<file path="src/rtl/seg_scan_decoder.sv">
// Seven-segment scan readback: samples active-low anode/cathode lines,
// decodes digits, publishes 8-digit frames. Hex decode: SEG_DECODE_HEX_EN.
module seg_scan_decoder #(
  parameter int SETTLE_CYCLES  = 1000,
  parameter int TIMEOUT_CYCLES = 1_000_000
) (
  input  logic        clk,
  input  logic        rst_n,
  input  logic [7:0]  an_in,
  input  logic [6:0]  seg_in,
  output logic [31:0] digits_out,
  output logic [7:0]  blank_out,
  output logic [7:0]  err_out,
  output logic        frame_valid,
  output logic        stale
);

  localparam int SW = $clog2(SETTLE_CYCLES + 1);
  localparam int TW = $clog2(TIMEOUT_CYCLES + 1);

  logic [7:0]    an_s1, an_s2;
  logic [6:0]    seg_s1, seg_s2;
  logic [SW-1:0] settle_cnt;
  logic [TW-1:0] tmo_cnt;
  logic          sampled;
  logic [7:0]    seen;
  logic [31:0]   sh_dig;
  logic [7:0]    sh_blank;
  logic [7:0]    sh_err;
  logic          an_valid;
  logic          stable;
  logic          hit;
  logic          publish;
  logic [2:0]    idx;
  logic [5:0]    dec;

  // {blank, err, digit}
  function automatic logic [5:0] decode(input logic [6:0] s);
    logic [5:0] r;
    case (s)
      7'b1000000: r = 6'h00;
      7'b1111001: r = 6'h01;
      7'b0100100: r = 6'h02;
      7'b0110000: r = 6'h03;
      7'b0011001: r = 6'h04;
      7'b0010010: r = 6'h05;
      7'b0000010: r = 6'h06;
      7'b1111000: r = 6'h07;
      7'b0000000: r = 6'h08;
      7'b0011000: r = 6'h09;
`ifdef SEG_DECODE_HEX_EN
      7'b0001000: r = 6'h0A;
      7'b0000011: r = 6'h0B;
      7'b1000110: r = 6'h0C;
      7'b0100001: r = 6'h0D;
      7'b0000110: r = 6'h0E;
      7'b0001110: r = 6'h0F;
`endif
      7'b1111111: r = 6'h20;
      default:    r = 6'h10;
    endcase
    return r;
  endfunction

  // Stable means the synchronised value is about to hold for another cycle
  assign an_valid = $onehot(~an_s2);
  assign stable   = (an_s1 == an_s2) && (seg_s1 == seg_s2);
  assign hit      = an_valid && stable && !sampled &&
                    (settle_cnt == SW'(SETTLE_CYCLES - 1));
  assign publish  = (seen == 8'hFF);
  assign dec      = decode(seg_s2);

  always_comb begin
    idx = '0;
    for (int i = 0; i < 8; i++)
      if (!an_s2[i]) idx = 3'(i);
  end

  always_ff @(posedge clk or negedge rst_n) begin
    if (!rst_n) begin
      an_s1    <= '1;
      an_s2    <= '1;
      seg_s1   <= '1;
      seg_s2   <= '1;
      settle_cnt <= '0;
      sampled  <= 1'b0;
    end else begin
      an_s1  <= an_in;
      an_s2  <= an_s1;
      seg_s1 <= seg_in;
      seg_s2 <= seg_s1;
      if (!an_valid || !stable)
        settle_cnt <= '0;
      else if (settle_cnt != SW'(SETTLE_CYCLES))
        settle_cnt <= settle_cnt + SW'(1);
      if (!an_valid || an_s1 != an_s2)
        sampled <= 1'b0;
      else if (hit)
        sampled <= 1'b1;
    end
  end

  always_ff @(posedge clk or negedge rst_n) begin
    if (!rst_n) begin
      seen     <= '0;
      sh_dig   <= '0;
      sh_blank <= '0;
      sh_err   <= '0;
    end else begin
      if (hit) begin
        sh_dig[idx*4 +: 4] <= dec[3:0];
        sh_err[idx]        <= dec[4];
        sh_blank[idx]      <= dec[5];
      end
      if (publish)
        seen <= hit ? (8'h01 << idx) : 8'h00;
      else if (hit)
        seen <= seen | (8'h01 << idx);
    end
  end

  always_ff @(posedge clk or negedge rst_n) begin
    if (!rst_n) begin
      digits_out  <= '0;
      blank_out   <= 8'hFF;
      err_out     <= '0;
      frame_valid <= 1'b0;
      stale       <= 1'b1;
      tmo_cnt     <= '0;
    end else begin
      frame_valid <= publish;
      if (publish) begin
        digits_out <= sh_dig;
        blank_out  <= sh_blank;
        err_out    <= sh_err;
        tmo_cnt    <= '0;
        stale      <= 1'b0;
      end else begin
        if (tmo_cnt != TW'(TIMEOUT_CYCLES))
          tmo_cnt <= tmo_cnt + TW'(1);
        if (tmo_cnt == TW'(TIMEOUT_CYCLES - 1))
          stale <= 1'b1;
      end
    end
  end

endmodule

</file>
<file path="config.mk">
export PLATFORM = sky130hd
export DESIGN_NAME = seg_scan_decoder
export DESIGN_NICKNAME = d
export VERILOG_FILES = /design/src/rtl/seg_scan_decoder.sv
export SDC_FILE = /design/constraint.sdc
export NUM_CORES = 1
export LEC_CHECK = 0
export ABC_AREA = 1
export BUFFER_PORTS_ARGS = -buffer_cell sky130_fd_sc_hd__buf_2
export CORE_AREA = 2 2 138 113
export CTS_CLUSTER_SIZE = 20
export DETAILED_ROUTE_END_ITERATION = 7
export DIE_AREA = 0 0 140 115
export PLACE_DENSITY = 0.79
export SLEW_MARGIN = 10
export SYNTH_ARGS = -nofsm -noshare
export SYNTH_HDL_FRONTEND = slang
export SYNTH_SLANG_ARGS = --single-unit
export TNS_END_PERCENT = 100
</file>
<file path="constraint.sdc">
create_clock -name clk -period 4.1 [get_ports clk]
set_input_delay 0.41 -clock clk [delete_from_list [all_inputs] [get_ports clk]]
set_output_delay 0.41 -clock clk [all_outputs]
set_load 0.005 [all_outputs]
</file>
==> impl_metrics.csv <==
group,metric,value,unit
run_status,status,"finished, violations left",
run_status,violations,"design-rule violations",
layout,final_common_cell,"nand2_1",
global_route,first_global_vias,6243,
critical_path,crit_path_max_fanout,5,
timing,finalSetupViolCount,0,
floorplan,rows,40,
critical_path,crit_path_end_kind,"flop",
critical_path,r2r_slack,0.12,ns
placed_design,dp_hpwl,11600,um
timing,final_hold_viol_count,0,
power,p_seq_share,47.9,%
global_route,grtUsageTotal,22.7,%
detailed_routing,wl,17100,um
layout,final_cell_mix,"357 x nand2_1, 128 x dfrtp_1, 103 x inv_1",
floorplan,fp.dieH,115,um
synth,postSynthAreaPerCell,8.02,um2
detailed_routing,wl_met3,917,um
detailed_routing,drtIter0Drc,481,
min_path,min_path_type,"in -> reg",
critical_path,cp-start-kind,"flop",
cts,clock_latency,0.44,ns
layout,antenna-diode-count,0,
synth,synth_compound_area_share,4.75,%
synth,synth-simple-area-share,31.5,%
critical_path,reg2reg_depth,15,
synth,syn-cell-area,7940,um2
timing,worstMarginPinSlew,1.06,ns
timing,fmax,251,MHz
detailed_routing,ant_nets,0,
cts,ctsLongestPathBuffers,2,
layout,synthToLayoutAreaGrowth,15.0,%
global_route,overflow,0,
synth,synth-seq-area-share,53.3,%
timing,finalClockSkew,0.0124,ns
placed_design,port_buffers,66,
timing,min_period_over_period,97.0,%
synth,ys_seq_elements,167,
run,maxCapViolations,0,
detailed_routing,firstDrtPassIters,7,
synth,synth_nets,1023,
power,p_leak,4.77,nW
synth,synth-adder-area-share,3.06,%
global_route,antenna_found_initial,0,
detailed_routing,post_drt_wl_per_cell,13.6,um
critical_path,timing.rr.end,"sh_dig[10]$_DFFE_PN0P_",
floorplan,die_area,16100,um2
power,power_density,388,nW/um2
power,p_sw,868,uW
timing,whs,0.0685,ns
power,power.ir.vdd_worst,0.227,mV
cts,clock-sinks,167,
detailed_routing,dr_wl_met2,7500,um
detailed_routing,drc,8,
cts,tritoncts,"built",
detailed_routing,routed_via_density,5.19,
cts,cts.clk_slew.worst_paths,0.07,ns
timing,slew_violations,0,
power,power_frac_comb,6.0,%
floorplan,die_w,140,um
placed_design,gp_congestion,0.899,
power,power,3.54,mW
cts,cts_max_level,4,
timing,rsz0062_at_grt,"yes",
timing,slew_headroom,29.5,%
critical_path,cp-endpoint,"sh_dig[10]$_DFFE_PN0P_",
critical_path,crit_required,4.42,ns
synth,ys_types,35,
timing,fin_crit,3.98,ns
detailed_routing,wl_met1,8430,um
floorplan,coreArea,14800,um2
floorplan,ios,67,
power,swShare,24.5,%
floorplan,initial_core_util,53.7,%
cts,cts_buffers,17,
cts,root_buffer,"clkbuf_16",
critical_path,reg2reg_from,"an_s2[3]$_DFF_PN1_",
critical_path,startpoint,"an_s2[3]$_DFF_PN1_",
critical_path,critical_path_class,"reg -> reg",
layout,drive_gt1_share,17.2,%
critical_path,crit_arrival,4.29,ns
synth,synth_cells,989,
power,p_clk_share,46.1,%
global_route,grt_pass1_wl,29100,um
global_route,grt_max_degree,112,
detailed_routing,highest_layer,"met4",
synth,synthMuxAreaShare,0,%
synth,synthXorXnorAreaFrac,0.773,%
detailed_routing,vias,6547,
synth,synth_top_family_by_area,"simple AND/OR/NAND/NOR gates",
power,p_int,2.67,mW
synth,yosys_warnings,0,
layout,finalNetCount,1094,
==> power by group through the flow <==
stage	sequential [mW]	combinational, mW	clock (mW)
floorplan	1.72	0.131	0
detailed placement	1.72	0.204	0
global route	1.70	0.244	1.73
CTS	1.69	0.205	1.66
finish	1.69	0.213	1.63
global placement	1.72	0.197	0
==> per-stage QoR <==
stage	setup slack [ns]	utilization, %	std cells	cell area, um2	TNS (ns)
2_1_floorplan	0.424	-	989	7940	0
3_3_place_gp	0.209	57.3	1225	8450	0
3_5_place_dp	0.0624	57.3	1225	8450	0
4_1_cts	0.0631	61.4	1257	9060	0
5_1_grt	-0.0627	61.8	1262	9130	-1.04
6_report	0.124	61.8	1262	9130	0
==> cell type report <==
class	count	area (um2)
fillers	1285	5640
clock inverters	13	161
multi-input cells	687	3220
inverters	111	417
repair buffers	76	424
flip-flops and latches	167	4230
clock buffers	19	443
well taps	189	236
==> flip-flops by register name, indices dropped and copies added (netlist names) <==
signal and cells:
digits_out 32, err_out 8, seg_s2 7, blank_out 8, tmo_cnt 20, sh_dig 32
an_s2 8, seg_s1 7, settle_cnt 10, sh_err 8, frame_valid 1, sampled 1
seen 8, sh_blank 8, an_s1 8, stale 1
==> timing repair <==
action	4_1_cts	5_1_grt
setup endpoints to repair	0	52
resized for setup	0	12
hold buffers	0	0
buffers inserted	0	4
==> metal layers <==
layer / vias up / track usage (%)
li1: 3267 / -
met2: 206 / 35.2
met4: 0 / 7.54
met5: - / 0
met1: 3045 / 31.6
met3: 29 / 5.91
==> how the worst min path moves through the flow <==
stage | depth (start not counted) | endpoint | slack (ns) | from
3_5_place_dp | 0 | seg_s2[4]$_DFF_PN1_ | 0.36 | seg_s1[4]$_DFF_PN1_
4_1_cts | 1 | seg_s1[4]$_DFF_PN1_ | 0.05 | seg_in[4]
3_3_place_gp | 0 | seg_s2[4]$_DFF_PN1_ | 0.36 | seg_s1[4]$_DFF_PN1_
5_1_grt | 1 | an_s1[5]$_DFF_PN1_ | 0.04 | an_in[5]
6_report | 1 | an_s1[7]$_DFF_PN1_ | 0.07 | an_in[7]
2_1_floorplan | 0 | digits_out[0]$_DFFE_PN0P_ | 0.11 | rst_n
==> cells in the mapped netlist <==
cell,instances,area (um2)
a31oi_1,1,6.26
nand4_1,20,125
fa_1,4,80.1
nor3_1,25,125
o22ai_1,1,6.26
nor3_2,2,20.0
and2_1,2,12.5
nor2_4,3,33.8
buf_6,2,22.5
and3_1,1,6.26
inv_1,104,390
buf_1,1,3.75
nand3_2,6,60.1
a21oi_1,22,110
a41oi_1,1,8.76
clkbuf_1,20,75.1
buf_4,1,7.51
nor2_2,4,25.0
o21ai_0,28,140
a211oi_1,1,7.51
or2_2,3,18.8
nand3_1,64,320
o21a_1,3,22.5
nor4_1,6,37.5
buf_2,1,5.00
nand2_2,3,18.8
xnor2_1,4,35.0
dfstp_2,39,1020
ha_1,13,163
inv_2,7,26.3
xor2_1,3,26.3
o21ai_1,15,75.1
dfrtp_1,128,3200
nand2_1,360,1350
nor2_1,91,342
==> logic make-up after synthesis <==
kind of cell | after synthesis
DFF | 167
and+or+nand+nor | 590
AOI/OAI and AO/OA | 72
buffers and inverters | 136
xor gates and xnor gates | 7
adders and majority gates | 17
==> worst max-delay path: stages (launching register included) <==
cell and delay, ns:
dfstp_2 0.57, fa_1 0.44, inv_2 0.07, fa_1 0.42
fa_1 0.49, ha_1 0.16, inv_1 0.05, fa_1 0.43
nor3_2 0.19, nand2_1 0.08, a21oi_2 0.18, nand4_1 0.24
nor2_2 0.31, nand2_1 0.12, nand2_1 0.07, nand2_1 0.05
Note: power is estimated with default switching activity, not from simulation.
